[src/rtl/multi_channel_watchdog.sv]
// multi_channel_watchdog
//   N-channel heartbeat watchdog. Each channel runs its own idle counter and trips
//   (sticky) after TIMEOUT cycles without a heartbeat. Any new trip starts or
//   extends a RST_PULSE-cycle force_reset request.
//
//   Optional feature macro: WD_WINDOW_EN. When defined, a heartbeat arriving while
//   the counter is below WIN_MIN is an early kick and trips the channel. The first
//   heartbeat after entering RUN is exempt.
//
// Ports
//   clk          in   1       rising-edge clock
//   rstn         in   1       asynchronous active-low reset
//   enable       in   NUM_CH  per-channel enable (level)
//   heartbeat    in   NUM_CH  per-channel kick, sampled every cycle
//   clear        in   1       clears trips/status and restarts every channel
//   warning      out  NUM_CH  counter has reached WARN_AT while running
//   triggered    out  NUM_CH  sticky trip flags
//   force_reset  out  1       stretched reset request
//   any_fault    out  1       OR of triggered
//   first_fault  out  FW      index of first channel tripped since reset/clear
//   early_kick   out  NUM_CH  sticky early-heartbeat flags (0 without WD_WINDOW_EN)
module multi_channel_watchdog #(
   parameter int unsigned NUM_CH    = 4,
   parameter int unsigned CNT_W     = 32,
   parameter int unsigned TIMEOUT   = 1_000_000,
   parameter int unsigned WARN_AT   = 750_000,
   parameter int unsigned WIN_MIN   = 1000,
   parameter int unsigned RST_PULSE = 16,
   localparam int unsigned FW       = (NUM_CH > 1) ? $clog2(NUM_CH) : 1
) (
   input  logic              clk,
   input  logic              rstn,
   input  logic [NUM_CH-1:0] enable,
   input  logic [NUM_CH-1:0] heartbeat,
   input  logic              clear,
   output logic [NUM_CH-1:0] warning,
   output logic [NUM_CH-1:0] triggered,
   output logic              force_reset,
   output logic              any_fault,
   output logic [FW-1:0]     first_fault,
   output logic [NUM_CH-1:0] early_kick
);

   localparam int unsigned      PW        = $clog2(RST_PULSE + 1);
   localparam logic [CNT_W-1:0] CntLast   = CNT_W'(TIMEOUT - 1);
   localparam logic [CNT_W-1:0] CntWarn   = CNT_W'(WARN_AT);
   localparam logic [PW-1:0]    PulseLoad = PW'(RST_PULSE);

   if (NUM_CH < 1 || TIMEOUT < 2 || WARN_AT >= TIMEOUT || WIN_MIN >= WARN_AT ||
       RST_PULSE < 1) begin : g_bad_params
      $error("multi_channel_watchdog: illegal parameter combination");
   end

   typedef enum logic [1:0] {StIdle, StRun, StTripped} state_e;

   state_e            state_q [NUM_CH];
   state_e            state_d [NUM_CH];
   logic [CNT_W-1:0]  cnt_q   [NUM_CH];
   logic [CNT_W-1:0]  cnt_d   [NUM_CH];
   logic [NUM_CH-1:0] warn_q, warn_d;
   logic [NUM_CH-1:0] trig_q, trig_d;
   logic [NUM_CH-1:0] new_trip;
   logic [PW-1:0]     pulse_q, pulse_d;
   logic [FW-1:0]     first_q, first_d;

`ifdef WD_WINDOW_EN
   localparam logic [CNT_W-1:0] WinMin = CNT_W'(WIN_MIN);
   // kicked: a heartbeat has already been accepted since entering RUN.
   logic [NUM_CH-1:0] kicked_q, kicked_d;
   logic [NUM_CH-1:0] early_q, early_d;
`endif

   // Per-channel state machines
   always_comb begin
      warn_d   = warn_q;
      trig_d   = trig_q;
      new_trip = '0;
`ifdef WD_WINDOW_EN
      kicked_d = kicked_q;
      early_d  = early_q;
`endif
      for (int i = 0; i < NUM_CH; i++) begin
         state_d[i] = state_q[i];
         cnt_d[i]   = cnt_q[i];
         case (state_q[i])
            StIdle: begin
               cnt_d[i]  = '0;
               warn_d[i] = 1'b0;
               if (enable[i]) begin
                  state_d[i] = StRun;
`ifdef WD_WINDOW_EN
                  kicked_d[i] = 1'b0;
`endif
               end
            end
            StRun: begin
               if (!enable[i]) begin
                  state_d[i] = StIdle;
                  cnt_d[i]   = '0;
                  warn_d[i]  = 1'b0;
               end
`ifdef WD_WINDOW_EN
               else if (heartbeat[i] && kicked_q[i] && (cnt_q[i] < WinMin)) begin
                  state_d[i]  = StTripped;
                  warn_d[i]   = 1'b0;
                  trig_d[i]   = 1'b1;
                  early_d[i]  = 1'b1;
                  new_trip[i] = 1'b1;
               end
`endif
               else if (heartbeat[i]) begin
                  // Heartbeat wins over a trip in the same cycle.
                  cnt_d[i]  = '0;
                  warn_d[i] = 1'b0;
`ifdef WD_WINDOW_EN
                  kicked_d[i] = 1'b1;
`endif
               end else if (cnt_q[i] == CntLast) begin
                  state_d[i]  = StTripped;
                  warn_d[i]   = 1'b0;
                  trig_d[i]   = 1'b1;
                  new_trip[i] = 1'b1;
               end else begin
                  cnt_d[i]  = cnt_q[i] + CNT_W'(1);
                  warn_d[i] = (cnt_q[i] + CNT_W'(1)) >= CntWarn;
               end
            end
            StTripped: ;  // frozen until clear or reset
            default: state_d[i] = StIdle;
         endcase
         // clear overrides everything, including a trip in the same cycle.
         if (clear) begin
            state_d[i]  = enable[i] ? StRun : StIdle;
            cnt_d[i]    = '0;
            warn_d[i]   = 1'b0;
            trig_d[i]   = 1'b0;
            new_trip[i] = 1'b0;
`ifdef WD_WINDOW_EN
            kicked_d[i] = 1'b0;
            early_d[i]  = 1'b0;
`endif
         end
      end
   end

   // Reset pulse stretcher and first-fault capture
   always_comb begin
      pulse_d = pulse_q;
      first_d = first_q;
      if (|new_trip) begin
         pulse_d = PulseLoad;
      end else if (pulse_q != '0) begin
         pulse_d = pulse_q - PW'(1);
      end
      if (clear) begin
         first_d = '0;
      end else if (!(|trig_q) && (|new_trip)) begin
         // Descending scan so the lowest simultaneous index wins.
         for (int i = NUM_CH - 1; i >= 0; i--) begin
            if (new_trip[i]) first_d = FW'(i);
         end
      end
   end

   always_ff @(posedge clk or negedge rstn) begin
      if (!rstn) begin
         for (int i = 0; i < NUM_CH; i++) begin
            state_q[i] <= StIdle;
            cnt_q[i]   <= '0;
         end
         warn_q  <= '0;
         trig_q  <= '0;
         pulse_q <= '0;
         first_q <= '0;
`ifdef WD_WINDOW_EN
         kicked_q <= '0;
         early_q  <= '0;
`endif
      end else begin
         for (int i = 0; i < NUM_CH; i++) begin
            state_q[i] <= state_d[i];
            cnt_q[i]   <= cnt_d[i];
         end
         warn_q  <= warn_d;
         trig_q  <= trig_d;
         pulse_q <= pulse_d;
         first_q <= first_d;
`ifdef WD_WINDOW_EN
         kicked_q <= kicked_d;
         early_q  <= early_d;
`endif
      end
   end

   assign warning     = warn_q;
   assign triggered   = trig_q;
   assign force_reset = (pulse_q != '0);
   assign any_fault   = |trig_q;
   assign first_fault = first_q;
`ifdef WD_WINDOW_EN
   assign early_kick  = early_q;
`else
   assign early_kick  = '0;
`endif

endmodule

[config.mk]
export PLATFORM = sky130hd
export DESIGN_NAME = multi_channel_watchdog
export DESIGN_NICKNAME = d
export VERILOG_FILES = /design/src/rtl/multi_channel_watchdog.sv
export SDC_FILE = /design/constraint.sdc
export NUM_CORES = 1
export LEC_CHECK = 0
export CAP_MARGIN = 10
export CORE_ASPECT_RATIO = 1.4
export CORE_MARGIN = 5
export CORE_UTILIZATION = 30
export CTS_CLUSTER_SIZE = 24
export DETAILED_ROUTE_END_ITERATION = 10
export GPL_TIMING_DRIVEN = 0
export MAX_ROUTING_LAYER = met4
export PLACE_DENSITY_LB_ADDON = 0.25
export SYNTH_ARGS = -nofsm -noshare
export SYNTH_HDL_FRONTEND = slang
export SYNTH_SLANG_ARGS = --single-unit
[constraint.sdc]
create_clock -name clk -period 2.5 [get_ports clk]
set_input_delay 0.625 -clock clk [delete_from_list [all_inputs] [get_ports clk]]
set_output_delay 0.625 -clock clk [all_outputs]
set_load 0.01 [all_outputs]
==> key figures, run 1 <==
Clock network
  • Cts bufs inserted: 17
  • Clk sinks: roughly 150
  • TritonCTS clock tree: done
  • Worst-path clk slew: roughly 0.070 ns
  • Htree depth: 4
  • Root Buffer Master: clkbuf_16
  • Worst-Skew Late Latency: 0.45 ns
  • Clock buffer depth: 2

Setup path
  • Worst Setup End Kind: flip-flop
  • Slowest stage delay, CP: 0.48 ns
  • CP most frequent cell: or4_4
  • Slowest cell on crit path: or4_4
  • Worst Path Required: between 2 and 3 ns
  • Worst path cell trace: or3_4, or4_4, or4_4, o32a_4, o211ai_4, o2111ai_1, a21oi_1
  • Crit path kind: flip-flop to flip-flop
  • Flop2flop setup slack: -0.06 ns
  • Worst path bufs/invs: 0
  • CP arrival: 2.94 ns
  • Crit path max fanout: 6
  • Crit path launch type: flip-flop
  • CP top delay family: simple AND/OR/NAND/NOR gates

Floorplanning
  • Initial Utilization: 30.17%
  • # rows: 81
  • Die Width: 167.8 um
  • Die Area: between 30000 and 40000 sq um
  • Die H: ~230 um
  • I/O pins: 27
  • Core Area: 34660 sq um

Layout
  • Share of cells above drive strength 1: 21.31%
  • Layout Nets: 1421
  • Area growth syn-to-layout: 25.70%
  • Layout fillers: ~3600
  • Design Area, Final: 13150 sq um
  • Non-filler cells, final: 1876

Synthesis
  • Number of synthesized register bits: 151
  • XOR/XNOR share of the synthesized area: 1.842%
  • Synth cell count leaders: 173 x o21ai_0, 151 x dfrtp_1, 121 x nand2_1
  • Post-synthesis cell type count: slightly below 80
  • Simple logic cell fraction of the synthesized area: 29.58%
  • Main combinational cell family by area after synthesis: simple AND/OR/NAND/NOR gates
  • Synth area leader: dfrtp_1
  • Most frequent cell after synthesis: o21ai_0
  • Mapped Cells: 1326
  • Async set-reset flop share out of synthesis: 100.0%
  • Post-synth EDFFs: 0
  • Sequential area share after synthesis: 36.13%
  • Synth Cell Area: approximately 10000 sq um
  • Syn_area_per_cell: 7.887 sq um
  • Yosys top cell area share: 36.13%
  • Ys flop type: dfrtp_1
  • Post-synthesis mux area share: 1.292%
  • Post-Synth Adder-Cell Area: less than 1%
  • Compound-gate portion of the synthesized area: 24.86%
  • Synth top area cells: dfrtp_1 36%, o21ai_0 8.3%, o31ai_1 4.4%
  • Yosys Warn Count: 0

STA
  • Hold Fails Final Rpt: 0
  • Post-route clock period utilization: 102.5%
  • RSZ-0062 raised after global routing: true
  • Final hold slack: 0.1340 ns
  • Fmax: 0.3901 GHz
  • Worst relative slew slack: 57.79%
  • Setup Skew: 0.009536 ns
  • Min Tclk post-route: 2.564 ns
  • # setup viols final: 7
  • Max-slew violation count: 0
  • Worst-margin pin slew: 0.6331 ns
  • Final setup margin: -0.06357 ns

Placement
  • Placed Area: 11310 sq um
  • # placed instances: 1807
  • Placement Setup Slack: -1.229 ns
  • Final RePlAce weighted congestion: between 0.9 and 1
  • Port Buffers: 21
  • HPWL Detailed: 23350 um

Power
  • Pint: 0.003987 W
  • Sequential Power Share: 46.2%
  • Pleak: 5.249 nW
  • Net Switching: 0.001326 W
  • Max VDD drop: 0.4718 mV
  • Combinational share of power: 3.8%
  • Sw frac: 24.96%
  • Clock power frac: 50.1%
  • PD cells: 404.1 nW/um^2
  • Overall power: 0.005313 W

Global route
  • Most used routing layer: met2
  • Met2 global-route usage: 30.54%
  • Met3 usage: around 2.3%
  • Total Routing Usage GR: 17.90%
  • Final global-route overflow total: 0
  • Vias in the first global route: 10454
  • Initial antenna violation count: 0
  • M1 GR Usage: 20.78%
  • First-pass GRT wire length: 55320 um
  • Largest net degree at the start of global routing: a little under 80

Run status
  • Violated checks: setup timing
  • Status: finished, violations left

Route
  • Total Wirelength: 34740 um
  • Antenna viol nets, final: 0
  • Drt pass-1 iters: 5
  • Post-DR wirelength/cell: 18.52 um
  • Post-DR vias/cell: 5.853
  • 1st-iter DRT viols: 843
  • # DRC: 0
  • Via Count: 10980

Hold path
  • Hold Crit Class: primary input to async pin

Job
  • Max_cap viols: 0
final cells by class:
cell class	count	area, sq um	share of cell area, %
Antenna cell	3	7.507	0.05710
Buffer	78	499.2	3.797
Clock buffer	18	429.2	3.264
Clock inverter	14	152.6	1.161
Inverter	22	82.58	0.6282
Multi-Input combinational cell	1042	6812	51.81
Sequential cell	151	3817	29.04
Tap cell	456	570.5	4.340
Timing Repair Buffer	92	775.7	5.901
power groups by stage:
stage,clock network (W),registers (W),logic [W]
finish,0.00266,0.00245,0.000200
global route,0.00280,0.00245,0.000226
CTS,0.00272,0.00245,0.000202
detailed placement,0,0.00250,0.000192
global placement,0,0.00250,0.000183
floorplan,0,0.00250,0.0000766
per-layer routing:
metal	wire [um]	part of all wire [%]
met1	14620	42
met2	17540	50
met3	1445	4.2
met4	1134	3.3
met5	0	0
state kept, by name, summed over array words and instances (netlist names):
signal and flops:
state_q 8, warning 4, cnt_q 128, first_fault 2, triggered 4, pulse_q 5
kinds of logic after synthesis:
kind of cell             count (synthesis)
AO/OA/AOI/OAI                          420
XOR/XNOR                                22
adder cells (fa/ha/maj)                  6
buffers and inverters                  136
flip-flops                             151
multiplexers                            13
other                                    1
AND/OR/NAND/NOR                        577
final timing paths:
kind | startpoint | endpoint | cells past startpoint
setup / recovery | cnt_q[118]$_DFFE_PN0P_ | first_fault[0]$_DFFE_PN0P_ | 7
hold reg to reg | state_q[6]$_DFFE_PN0P_ | state_q[7]$_DFFE_PN0P_ | 1
min in group clk | state_q[6]$_DFFE_PN0P_ | state_q[7]$_DFFE_PN0P_ | 1
max in group asynchronous | rstn | cnt_q[72]$_DFFE_PN0P_ | 2
hold / removal | rstn | cnt_q[56]$_DFFE_PN0P_ | 1
setup reg to reg | cnt_q[118]$_DFFE_PN0P_ | first_fault[0]$_DFFE_PN0P_ | 7
stage by stage:
step / utilization, % / setup TNS, ns
after floorplan: - / -0.003506
after global placement: 32.51 / -1014.51
after detailed placement: 32.62 / -107.63
after CTS: 36.61 / -0.2480
after global routing: 37.91 / -0.8353
final: 37.93 / -0.2492
cells in the final DEF, fill, tap and decap left out, types with 18 or more instances in the layout:
cell        n
o21ai_0   158
dfrtp_1   120
nand2_1   112
nor2_1    102
buf_4      77
a21oi_1    65
nand3_1    64
o31ai_1    61
nand4_1    45
a31oi_1    34
and3_1     32
dfrtp_2    31
and2_1     27
inv_1      22
clkbuf_1   21
nor3_1     21
clkbuf_2   19
xnor2_1    18
timing repair:
action | CTS | global route
resized for setup | 154 | 109
pin swaps | 27 | 30
setup endpoints to repair | 142 | 126
setup buffers | 44 | 26
hold buffers | 0 | 0
No activity file was read; power rests on OpenSTA's default activity.
==> run 2: changes to the inputs <==
--- a/config.mk
+++ b/config.mk
@@ -5,6 +5,7 @@
 export SDC_FILE = /design/constraint.sdc
 export NUM_CORES = 1
 export LEC_CHECK = 0
+export ABC_AREA = 1
 export CAP_MARGIN = 10
 export CORE_ASPECT_RATIO = 1.4
 export CORE_MARGIN = 5
==> constraint.sdc (replaced) <==
create_clock -name clk -period 2.6 [get_ports clk]
set_input_delay 0.65 -clock clk [delete_from_list [all_inputs] [get_ports clk]]
set_output_delay 0.65 -clock clk [all_outputs]
set_load 0.01 [all_outputs]
==> key figures, run 2 <==
Power
  • Clock power frac: 49.1% (was 50.1%)
  • Sw frac: 23.28% (was 24.96%)
  • PD cells: 434.9 nW/um^2 (was 404.1 nW/um^2)
  • Pint: 0.003895 W (was 0.003987 W)
  • Net Switching: 0.001182 W (was 0.001326 W)
  • Pleak: 4.984 nW (was 5.249 nW)
  • Max VDD drop: 0.3967 mV (was 0.4718 mV)
  • Combinational share of power: 4.1% (was 3.8%)
  • Sequential Power Share: 46.8% (was 46.2%)

Placement
  • Port Buffers: 20 (was 21)
  • Final RePlAce weighted congestion: 0.9274 (was 0.9217)
  • # placed instances: 1971 (was 1807)
  • HPWL Detailed: 23570 um (was 23350 um)

Setup path
  • Slowest stage delay, CP: 0.49 ns (was 0.48 ns)
  • Worst Setup End Kind: output pin (was flip-flop)
  • Crit path kind: flip-flop to output pin (was flip-flop to flip-flop)
  • CP arrival: 1.83 ns (was 2.94 ns)
  • Worst path cell trace: nor4_4, inv_2, clkdlybuf4s50_1 (was or3_4, or4_4, or4_4, o32a_4, o211ai_4, o2111ai_1, a21oi_1)
  • Crit path max fanout: 3 (was 6)
  • Worst Path Required: 1.95 ns (was 2.88 ns)
  • Crit path launch type: flip-flop (unchanged)
  • Slowest cell on crit path: clkdlybuf4s50_1 (was or4_4)

Clock network
  • Clock buffer depth: 2 (unchanged)
  • Worst-Skew Late Latency: 0.44 ns (was 0.45 ns)
  • Hold_buf cts: 0 (unchanged)
  • Cts bufs inserted: 17 (unchanged)
  • Clk sinks: 151 (unchanged)
  • TritonCTS clock tree: done (unchanged)
  • Worst-path clk slew: 0.06 ns (was 0.07 ns)
  • Htree depth: 4 (unchanged)
  • Setup Fix Bufs, Post-CTS: 0 (was 44)
  • Root Buffer Master: clkbuf_16 (unchanged)

Route
  • Antenna viol nets, final: 0 (unchanged)
  • Drt pass-1 iters: 4 (was 5)
  • # DRC: 0 (unchanged)
  • Total Wirelength: 30360 um (was 34740 um)
  • Via Count: 9642 (was 10980)
  • Post-DR vias/cell: 4.816 (was 5.853)
  • 1st-iter DRT viols: 488 (was 843)
  • Post-DR wirelength/cell: 15.16 um (was 18.52 um)

Synthesis
  • Async set-reset flop share out of synthesis: 100.0% (unchanged)
  • Ys flop type: dfrtp_1 (unchanged)
  • Sequential area share after synthesis: 36.80% (was 36.13%)
  • Synth cell count leaders: 503 x nand2_1, 243 x nor2_1, 154 x inv_1 (was 173 x o21ai_0, 151 x dfrtp_1, 121 x nand2_1)
  • Syn_area_per_cell: 6.864 sq um (was 7.887 sq um)
  • Post-synth EDFFs: 0 (unchanged)
  • Post-synthesis cell type count: 50 (was 79)
  • Synth Cell Area: 10270 sq um (was 10460 sq um)
  • Mapped Cells: 1496 (was 1326)
  • Yosys Warn Count: 0 (unchanged)
  • Yosys top cell area share: 36.80% (was 36.13%)
  • Synth top area cells: dfrtp_1 37%, nand2_1 18%, nor2_1 8.9% (was dfrtp_1 36%, o21ai_0 8.3%, o31ai_1 4.4%)
  • Synth area leader: dfrtp_1 (unchanged)
  • Number of synthesized register bits: 151 (unchanged)
  • Most frequent cell after synthesis: nand2_1 (was o21ai_0)

STA
  • Min Tclk post-route: 2.483 ns
  • RSZ-0062 raised after global routing: false (was true)
  • Setup Skew: 0.007057 ns (was 0.009536 ns)
  • Worst-margin pin slew: 0.5856 ns (was 0.6331 ns)
  • Hold Fails Final Rpt: 0 (unchanged)
  • # setup viols final: 0 (was 7)
  • Setup TNS: 0 ns (was -0.2492 ns)
  • Worst relative slew slack: 60.96% (was 57.79%)
  • Max-slew violation count: 0 (unchanged)
  • Post-route clock period utilization: 95.49%
  • Fmax: 0.4028 GHz

Layout
  • Most frequent cells in the layout: 503 x nand2_1, 242 x nor2_1, 153 x inv_1, 151 x dfrtp_1, 116 x nand3_1 (was 158 x o21ai_0, 120 x dfrtp_1, 112 x nand2_1, 102 x nor2_1, 77 x buf_4)
  • Layout Nets: 1556 (was 1421)
  • Non-filler cells, final: 2002 (was 1876)
  • Share of cells above drive strength 1: 7.286% (was 21.31%)
  • Antenna cells: 0 (was 3)
  • Biggest regs: cnt_q: 128 flops, state_q: 8 flops, pulse_q: 5 flops (unchanged)
  • Largest register FFs: 128 (unchanged)
  • Reg with most FFs: cnt_q (unchanged)
  • Most common cell after layout, fill and taps aside: nand2_1 (was o21ai_0)
  • Area growth syn-to-layout: 13.68% (was 25.70%)

Floorplanning
  • Die Width: 166.4 um (was 167.8 um)
  • I/O pins: 27 (unchanged)
  • Core Area: 33930 sq um (was 34660 sq um)
  • Initial Utilization: 30.26% (was 30.17%)
  • Die Area: 38080 sq um (was 38750 sq um)
  • Die H: 228.9 um (was 230.9 um)
  • # rows: 80 (was 81)

Global route
  • First-pass GRT wire length: 49050 um (was 55320 um)
  • Final global-route overflow total: 0 (unchanged)
  • Vias in the first global route: 9491 (was 10454)
  • Largest net degree at the start of global routing: 107 (was 79)
  • Total Routing Usage GR: 16.45% (was 17.90%)
  • Initial antenna violation count: 0 (unchanged)

Job
  • Max_cap viols: 0 (unchanged)

Hold path
  • Hold Crit Class: primary input to async pin (unchanged)

Run status
  • Status: finished clean (was finished, violations left)
## run 2: layer usage
metal	GRT usage, %	up-vias	share of wire [%]	routed length [um]
met1	18.36	4481	42	12770
met2	29.29	160	52	15800
met4	6.242	0	3.2	971
met3	2.855	65	2.7	818
met5	-	-	0	0
li1	-	4936	-	-
## run 2: power by group through the flow
stage	clock (W)	sequential, W	combinational, W
6_report	0.00249	0.00238	0.000209
5_1_grt	0.00265	0.00238	0.000235
4_1_cts	0.00257	0.00238	0.000216
3_5_place_dp	0	0.00242	0.000216
3_3_place_gp	0	0.00242	0.000206
2_1_floorplan	0	0.00242	0.000104
## run 2: final timing paths
kind,endpoint,depth (start not counted),startpoint,slack [ns]
max,any_fault,3,triggered[1]$_DFFE_PN0P_,0.12
min reg2reg,warning[1]$_DFFE_PN0P_,2,warning[1]$_DFFE_PN0P_,0.49
min,cnt_q[29]$_DFFE_PN0P_,1,rstn,0.1
min in group clk,warning[1]$_DFFE_PN0P_,2,warning[1]$_DFFE_PN0P_,0.49
max in group asynchronous,cnt_q[37]$_DFFE_PN0P_,2,rstn,1.62
max reg2reg,cnt_q[50]$_DFFE_PN0P_,9,cnt_q[32]$_DFFE_PN0P_,0.18
## run 2: final cells by class
cell class	instances	area [sq um]
fillers	3686	22260
multi-input cells	1163	5757
well taps	451	564.3
clock buffers	22	474.2
clock inverters	9	100.1
repair buffers	21	231.5
flip-flops and latches	151	3779
plain buffers	26	171.4
inverters	159	596.8
## run 2: cell families (layout without fill, tap and decap cells)
logic type | after synthesis | count (layout) | synth area share (%)
and+or+nand+nor | 948 | 948 | 39.54
DFF | 151 | 151 | 36.80
xor gates and xnor gates | 53 | 53 | 4.594
AOI/OAI and AO/OA | 151 | 151 | 10.73
muxes | 1 | 1 | 0.09748
adders and majority gates | 6 | 6 | 0.7311
other | 1 | 4 | 0.03652
buffers and inverters | 185 | 237 | 7.469
## run 2: what timing repair did
action | CTS | global route
resized for setup | 4 | 3
endpoints found under the hold margin | 0 | 0
endpoints found under the setup margin | 2 | 20
## run 2: worst max-delay path: cells and delay by family (launching register included)
family                 cells  cell delay (ns)
buffers and inverters      2             0.59
DFF                        1             0.45
and+or+nand+nor            1             0.34
## run 2: per-stage QoR
stage / utilization, % / cell area [sq um] / power (W) / hold WS [ns] / worst slack [ns]
2_1_floorplan: - / 10280 / 0.002522 / 0.3544 / 0.6663
3_3_place_gp: 32.55 / 11040 / 0.002628 / 0.4720 / -5.886
3_5_place_dp: 32.64 / 11080 / 0.002637 / 0.4759 / -0.04121
4_1_cts: 34.38 / 11660 / 0.005159 / 0.1019 / 0.04105
5_1_grt: 34.40 / 11670 / 0.005262 / 0.1235 / 0.01340
6_report: 34.40 / 11670 / 0.005077 / 0.09868 / 0.1172
